`config.mk`:
```
export PLATFORM = sky130hd
export DESIGN_NAME = fifo_burst_reader
export DESIGN_NICKNAME = d
export VERILOG_FILES = /design/src/rtl/fifo_burst_reader.sv
export SDC_FILE = /design/constraint.sdc
export NUM_CORES = 1
export LEC_CHECK = 0
export ABC_AREA = 1
export CAP_MARGIN = 20
export CORE_UTILIZATION = 58
export CTS_CLUSTER_SIZE = 25
export DETAILED_ROUTE_END_ITERATION = 10
export GPL_TIMING_DRIVEN = 0
export PLACE_DENSITY = 0.85
export REMOVE_ABC_BUFFERS = 1
export SKIP_CTS_REPAIR_TIMING = 1
export SYNTH_ARGS = -nofsm -noshare
export SYNTH_HDL_FRONTEND = slang
export SYNTH_SLANG_ARGS = --single-unit
```
`constraint.sdc`:
```
create_clock -name clk -period 3.9 [get_ports clk]
set_input_delay 0.39 -clock clk [delete_from_list [all_inputs] [get_ports clk]]
set_output_delay 0.39 -clock clk [all_outputs]
set_load 0.005 [all_outputs]
```
`src/rtl/fifo_burst_reader.sv`:
```
// Read-side consumer for the synchronous FIFO: absorbs the 1-cycle read latency
// in a 3-entry skid buffer and emits BURST-beat packets with a timeout flush.
module fifo_burst_reader #(
  parameter int WIDTH   = 8,
  parameter int BURST   = 4,
  parameter int TIMEOUT = 16
) (
  input  logic             clk,
  input  logic             rst,
  output logic             fifo_rd_en,
  input  logic [WIDTH-1:0] fifo_dout,
  input  logic             fifo_empty,
  output logic             m_valid,
  input  logic             m_ready,
  output logic [WIDTH-1:0] m_data,
  output logic             m_last,
  output logic [15:0]      pkt_cnt
);

  localparam int BW = (BURST > 1) ? $clog2(BURST) : 1;
  localparam int TW = $clog2(TIMEOUT + 1);
  localparam logic [BW-1:0] LAST_BEAT = BW'(BURST - 1);
  localparam logic [TW-1:0] TMAX      = TW'(TIMEOUT - 1);

  typedef enum logic [1:0] {IDLE, STREAM, HOLD, FLUSH} state_e;

  state_e            state_q, state_d;
  logic [WIDTH-1:0]  buf_q [3];
  logic [WIDTH-1:0]  buf_d [3];
  logic [1:0]        buf_cnt_q, buf_cnt_d;
  logic              inflight_q;
  logic [BW-1:0]     beat_cnt_q, beat_cnt_d;
  logic [TW-1:0]     timer_q, timer_d;
  logic [15:0]       pkt_cnt_q, pkt_cnt_d;
  logic              at_last_beat;
  logic              hs;

  always_comb begin
    at_last_beat = (beat_cnt_q == LAST_BEAT);
    fifo_rd_en   = !rst && !fifo_empty &&
                   (({1'b0, buf_cnt_q} + {2'b00, inflight_q}) < 3'd3);
    // A lone tail word is only shown once something follows it, the packet
    // is complete, or the timeout has forced a flush.
    m_valid      = !rst && ((buf_cnt_q >= 2'd2) ||
                   (buf_cnt_q == 2'd1 && (inflight_q || !fifo_empty ||
                                          at_last_beat || state_q == FLUSH)));
    m_last       = m_valid && (at_last_beat || state_q == FLUSH);
    m_data       = rst ? '0 : buf_q[0];
    pkt_cnt      = pkt_cnt_q;
    hs           = m_valid && m_ready;

    buf_d     = buf_q;
    buf_cnt_d = buf_cnt_q;
    if (hs) begin
      buf_d[0]  = buf_q[1];
      buf_d[1]  = buf_q[2];
      buf_cnt_d = buf_cnt_q - 2'd1;
    end
    if (inflight_q) begin
      for (int unsigned i = 0; i < 3; i++) begin
        if (buf_cnt_d == 2'(i)) buf_d[i] = fifo_dout;
      end
      buf_cnt_d = buf_cnt_d + 2'd1;
    end

    beat_cnt_d = beat_cnt_q;
    pkt_cnt_d  = pkt_cnt_q;
    if (hs) begin
      if (m_last) begin
        beat_cnt_d = '0;
        pkt_cnt_d  = pkt_cnt_q + 16'd1;
      end else begin
        beat_cnt_d = beat_cnt_q + BW'(1);
      end
    end

    state_d = state_q;
    timer_d = '0;
    case (state_q)
      IDLE:   if (buf_cnt_d != 2'd0 || fifo_rd_en) state_d = STREAM;
      STREAM: begin
        if (buf_cnt_q == 2'd1 && !inflight_q && fifo_empty && !at_last_beat)
          state_d = HOLD;
        else if (buf_cnt_d == 2'd0 && !fifo_rd_en)
          state_d = IDLE;
      end
      HOLD: begin
        if (!fifo_empty)          state_d = STREAM;
        else if (timer_q == TMAX) state_d = FLUSH;
        else                      timer_d = timer_q + TW'(1);
      end
      FLUSH:  if (hs) state_d = (buf_cnt_d != 2'd0 || fifo_rd_en) ? STREAM : IDLE;
      default: state_d = IDLE;
    endcase
  end

  always_ff @(posedge clk) begin
    if (rst) begin
      state_q    <= IDLE;
      buf_cnt_q  <= '0;
      inflight_q <= 1'b0;
      beat_cnt_q <= '0;
      timer_q    <= '0;
      pkt_cnt_q  <= '0;
      for (int unsigned i = 0; i < 3; i++) buf_q[i] <= '0;
    end else begin
      state_q    <= state_d;
      buf_cnt_q  <= buf_cnt_d;
      inflight_q <= fifo_rd_en;
      beat_cnt_q <= beat_cnt_d;
      timer_q    <= timer_d;
      pkt_cnt_q  <= pkt_cnt_d;
      for (int unsigned i = 0; i < 3; i++) buf_q[i] <= buf_d[i];
    end
  end

endmodule

```
==> summary.txt <==
Crit path max-delay family - buffers and inverters
initial core utilization - 60.0%
CTS max path bufs - 2
Internal - 0.773 mW
Buffers on Ports - 38
Tot GR Track Use - 22.0%
worst slew pin tran - 761 ps
startpoint types - primary input
busiest grt layer - met2
Max rail drop VDD - 0.000262 V
cell taking the most area after synthesis - dfxtp_1
largest stage delay on the critical path - 800 ps
register share of total power - 53.8%
top-area cell type share of the netlist area - 39.8%
initial antenna violation count - 0
crit-path most repeated cell - inv_2
r2r startpoint - buf_cnt_q[0]
final setup TNS - 0 ps
Top Ports - 39
critical hold path startpoint - timer_q[0]
Rows - 24
vias - 2361
Via density - 5.25
Final Cell Area - 0.00309 sq mm
die height - 69.1 microns
final hold viol count - 0
pin count of the biggest net entering global routing - 46
Post-DP HPWL - 3530 microns
status - finished clean
max cap viols - 0
Cell Area, Placed - 0.00300 sq mm
Mapped Cells - 364
Clock Sinks - 52
gr ovfl total - 0
Max Slew Vio Count - 0
FMAX - 309 MHz
P_leak - 1.30 nW
DRC - 0
CTS tree - done
Seq/Total Area, Yosys - 39.8%
Synth cell types - 32
Setup CP Type - in -> reg
drt first pass iters - 4
gpl congestion - 0.810
synthesized area per cell - 7.18 sq um
Hold Crit Class - reg -> reg
vias in the first global route - 2125
RSZ-0062 raised after global routing - no
final-report setup violation count - 0
Post-Route WL - 5030 microns
Sw Share - 27.2%
Critical Path Source - rst
die area - 0.00478 sq mm
Area Overhead vs Synth - 18.2%
Die X - 69.1 microns
worst-path fanout max - 45
slew margin rel. - 49.1%
Clk pwr share - 30.0%
layout cells sized above 1 - 8.29%
nets - 418
core area - 0.00435 sq mm
CP bufs+invs - 4
cell area after synthesis - 0.00261 sq mm
period utilization - 83.0%
worst skew pair latency - 310 ps
Clk Tree Root Cell - clkbuf_8
Slowest cell on crit path - clkdlybuf4s50_1
logic gate share of total power - 16.2%
ranking of synthesized cells by area - dfxtp_1 (40%), nand2_1 (9.5%), inv_1 (6.9%)
crit path DAT - 3450 ps
met3 GRT Util - 4.82%
PwrDens - 344 mW/mm^2
wire per inst - 11.2 microns
flops & latches, synth - 52
H-tree Lvls - 2
clk slew on worst S/H paths - 90 ps
Setup Skew - 6.16 ps
CTS Buf Count - 5
switching pwr - 0.289 mW
WP data required - 4110 ps
crit path capture type - flip-flop
crit path time final - 3240 ps
met1 Track Usage GR - 26.4%
first-pass GRT wire length - 8730 microns
DRT iter0 DRCs - 111
ANT nets after route - 0
met2 global-route usage - 39.4%
Synthesis Warnings - 0
ANT cells - 0
CP Cell Sequence - clkdlybuf4s50_1, inv_2, nand3_4, nand2_4, nand2_2, inv_2, ha_1, nand2_1, o21ai_0, a31o_2, inv_1
==> Yosys cell counts, drive strengths merged <==
cell type,count
o21ai,37
a31oi,1
inv,55
xor2,2
dfxtp,52
or2,1
ha,9
clkbuf,8
o211ai,7
a31o,1
a21oi,30
xnor2,3
nand4,7
o31ai,1
nor3b,1
nor3,4
nand3,23
nand2,74
o21bai,1
buf,4
nor2,43
==> through the flow <==
step | worst slack (ps) | std cells | hold slack, ps | power, mW | util, %
floorplan | 1790 | 352 | 418 | 0.700 | -
global placement | 387 | 442 | 429 | 0.752 | 68.9
detailed placement | 331 | 442 | 459 | 0.757 | 68.9
CTS | 658 | 450 | 471 | 1.07 | 70.9
global route | 375 | 450 | 499 | 1.11 | 70.9
finish | 664 | 450 | 464 | 1.06 | 70.9
==> cell type report <==
class                           count  area, sq um
Clock buffer                        8         90.1
Fill cell                         386         1260
Inverter                           55          206
Timing Repair Buffer               38          380
Multi-Input combinational cell    245         1310
Sequential cell                    52         1040
Tap cell                           52         65.1
==> logic make-up after synthesis <==
logic type	count (synthesis)	share of synthesized area, %
AO/OA/AOI/OAI	78	16.7
XOR/XNOR	5	1.68
adder cells (fa/ha/maj)	9	4.31
buffers and inverters	67	10.2
flip-flops	52	39.8
AND/OR/NAND/NOR	153	27.3
==> flip-flops by register name (all words and copies together) (netlist names) <==
signal and count:
timer_q 5, buf_q 24, beat_cnt_q 2, pkt_cnt 16, state_q 2, inflight_q 1, buf_cnt_q 2
==> placed cells by master (no fill, tap or decap), types with 2 or more instances in the layout <==
master / Yosys / routed
nor2_1: 40 / 40
nand2_2: 5 / 5
o21ai_1: 3 / 3
dfxtp_1: 52 / 52
o21ai_2: 2 / 2
a21oi_1: 28 / 28
xor2_1: 2 / 2
xnor2_1: 3 / 3
clkdlybuf4s50_1: 0 / 38
a21oi_2: 2 / 2
o211ai_1: 7 / 7
nor2_4: 3 / 3
clkbuf_1: 8 / 2
inv_2: 7 / 7
inv_1: 48 / 48
clkbuf_8: 0 / 6
o21ai_0: 32 / 32
nor3_1: 3 / 3
nand4_1: 7 / 7
nand2_4: 3 / 3
nand2_1: 66 / 66
nand3_1: 22 / 22
ha_1: 9 / 9
==> power groups by stage <==
| stage | Sequential (mW) | Clock, mW | Combinational [mW] |
|---|---|---|---|
| floorplan | 0.580 | 0 | 0.120 |
| global placement | 0.583 | 0 | 0.169 |
| detailed placement | 0.584 | 0 | 0.173 |
| CTS | 0.571 | 0.323 | 0.174 |
| global route | 0.575 | 0.342 | 0.198 |
| finish | 0.571 | 0.318 | 0.172 |
==> per-layer routing <==
| metal | vias to the layer above | wire (microns) |
|---|---|---|
| met5 | - | 0 |
| met3 | 6 | 175 |
| li1 | 1245 | - |
| met4 | 0 | 56 |
| met2 | 44 | 2450 |
| met1 | 1066 | 2350 |
==> path summary, 6_finish.rpt <==
kind	slack [ps]	end	cells after the start
setup / recovery	660	buf_q[14]	11
hold reg to reg	460	timer_q[0]	1
setup reg to reg	1450	buf_q[14]	13
hold / removal	460	timer_q[0]	1
Note: power is estimated with default switching activity, not from simulation.
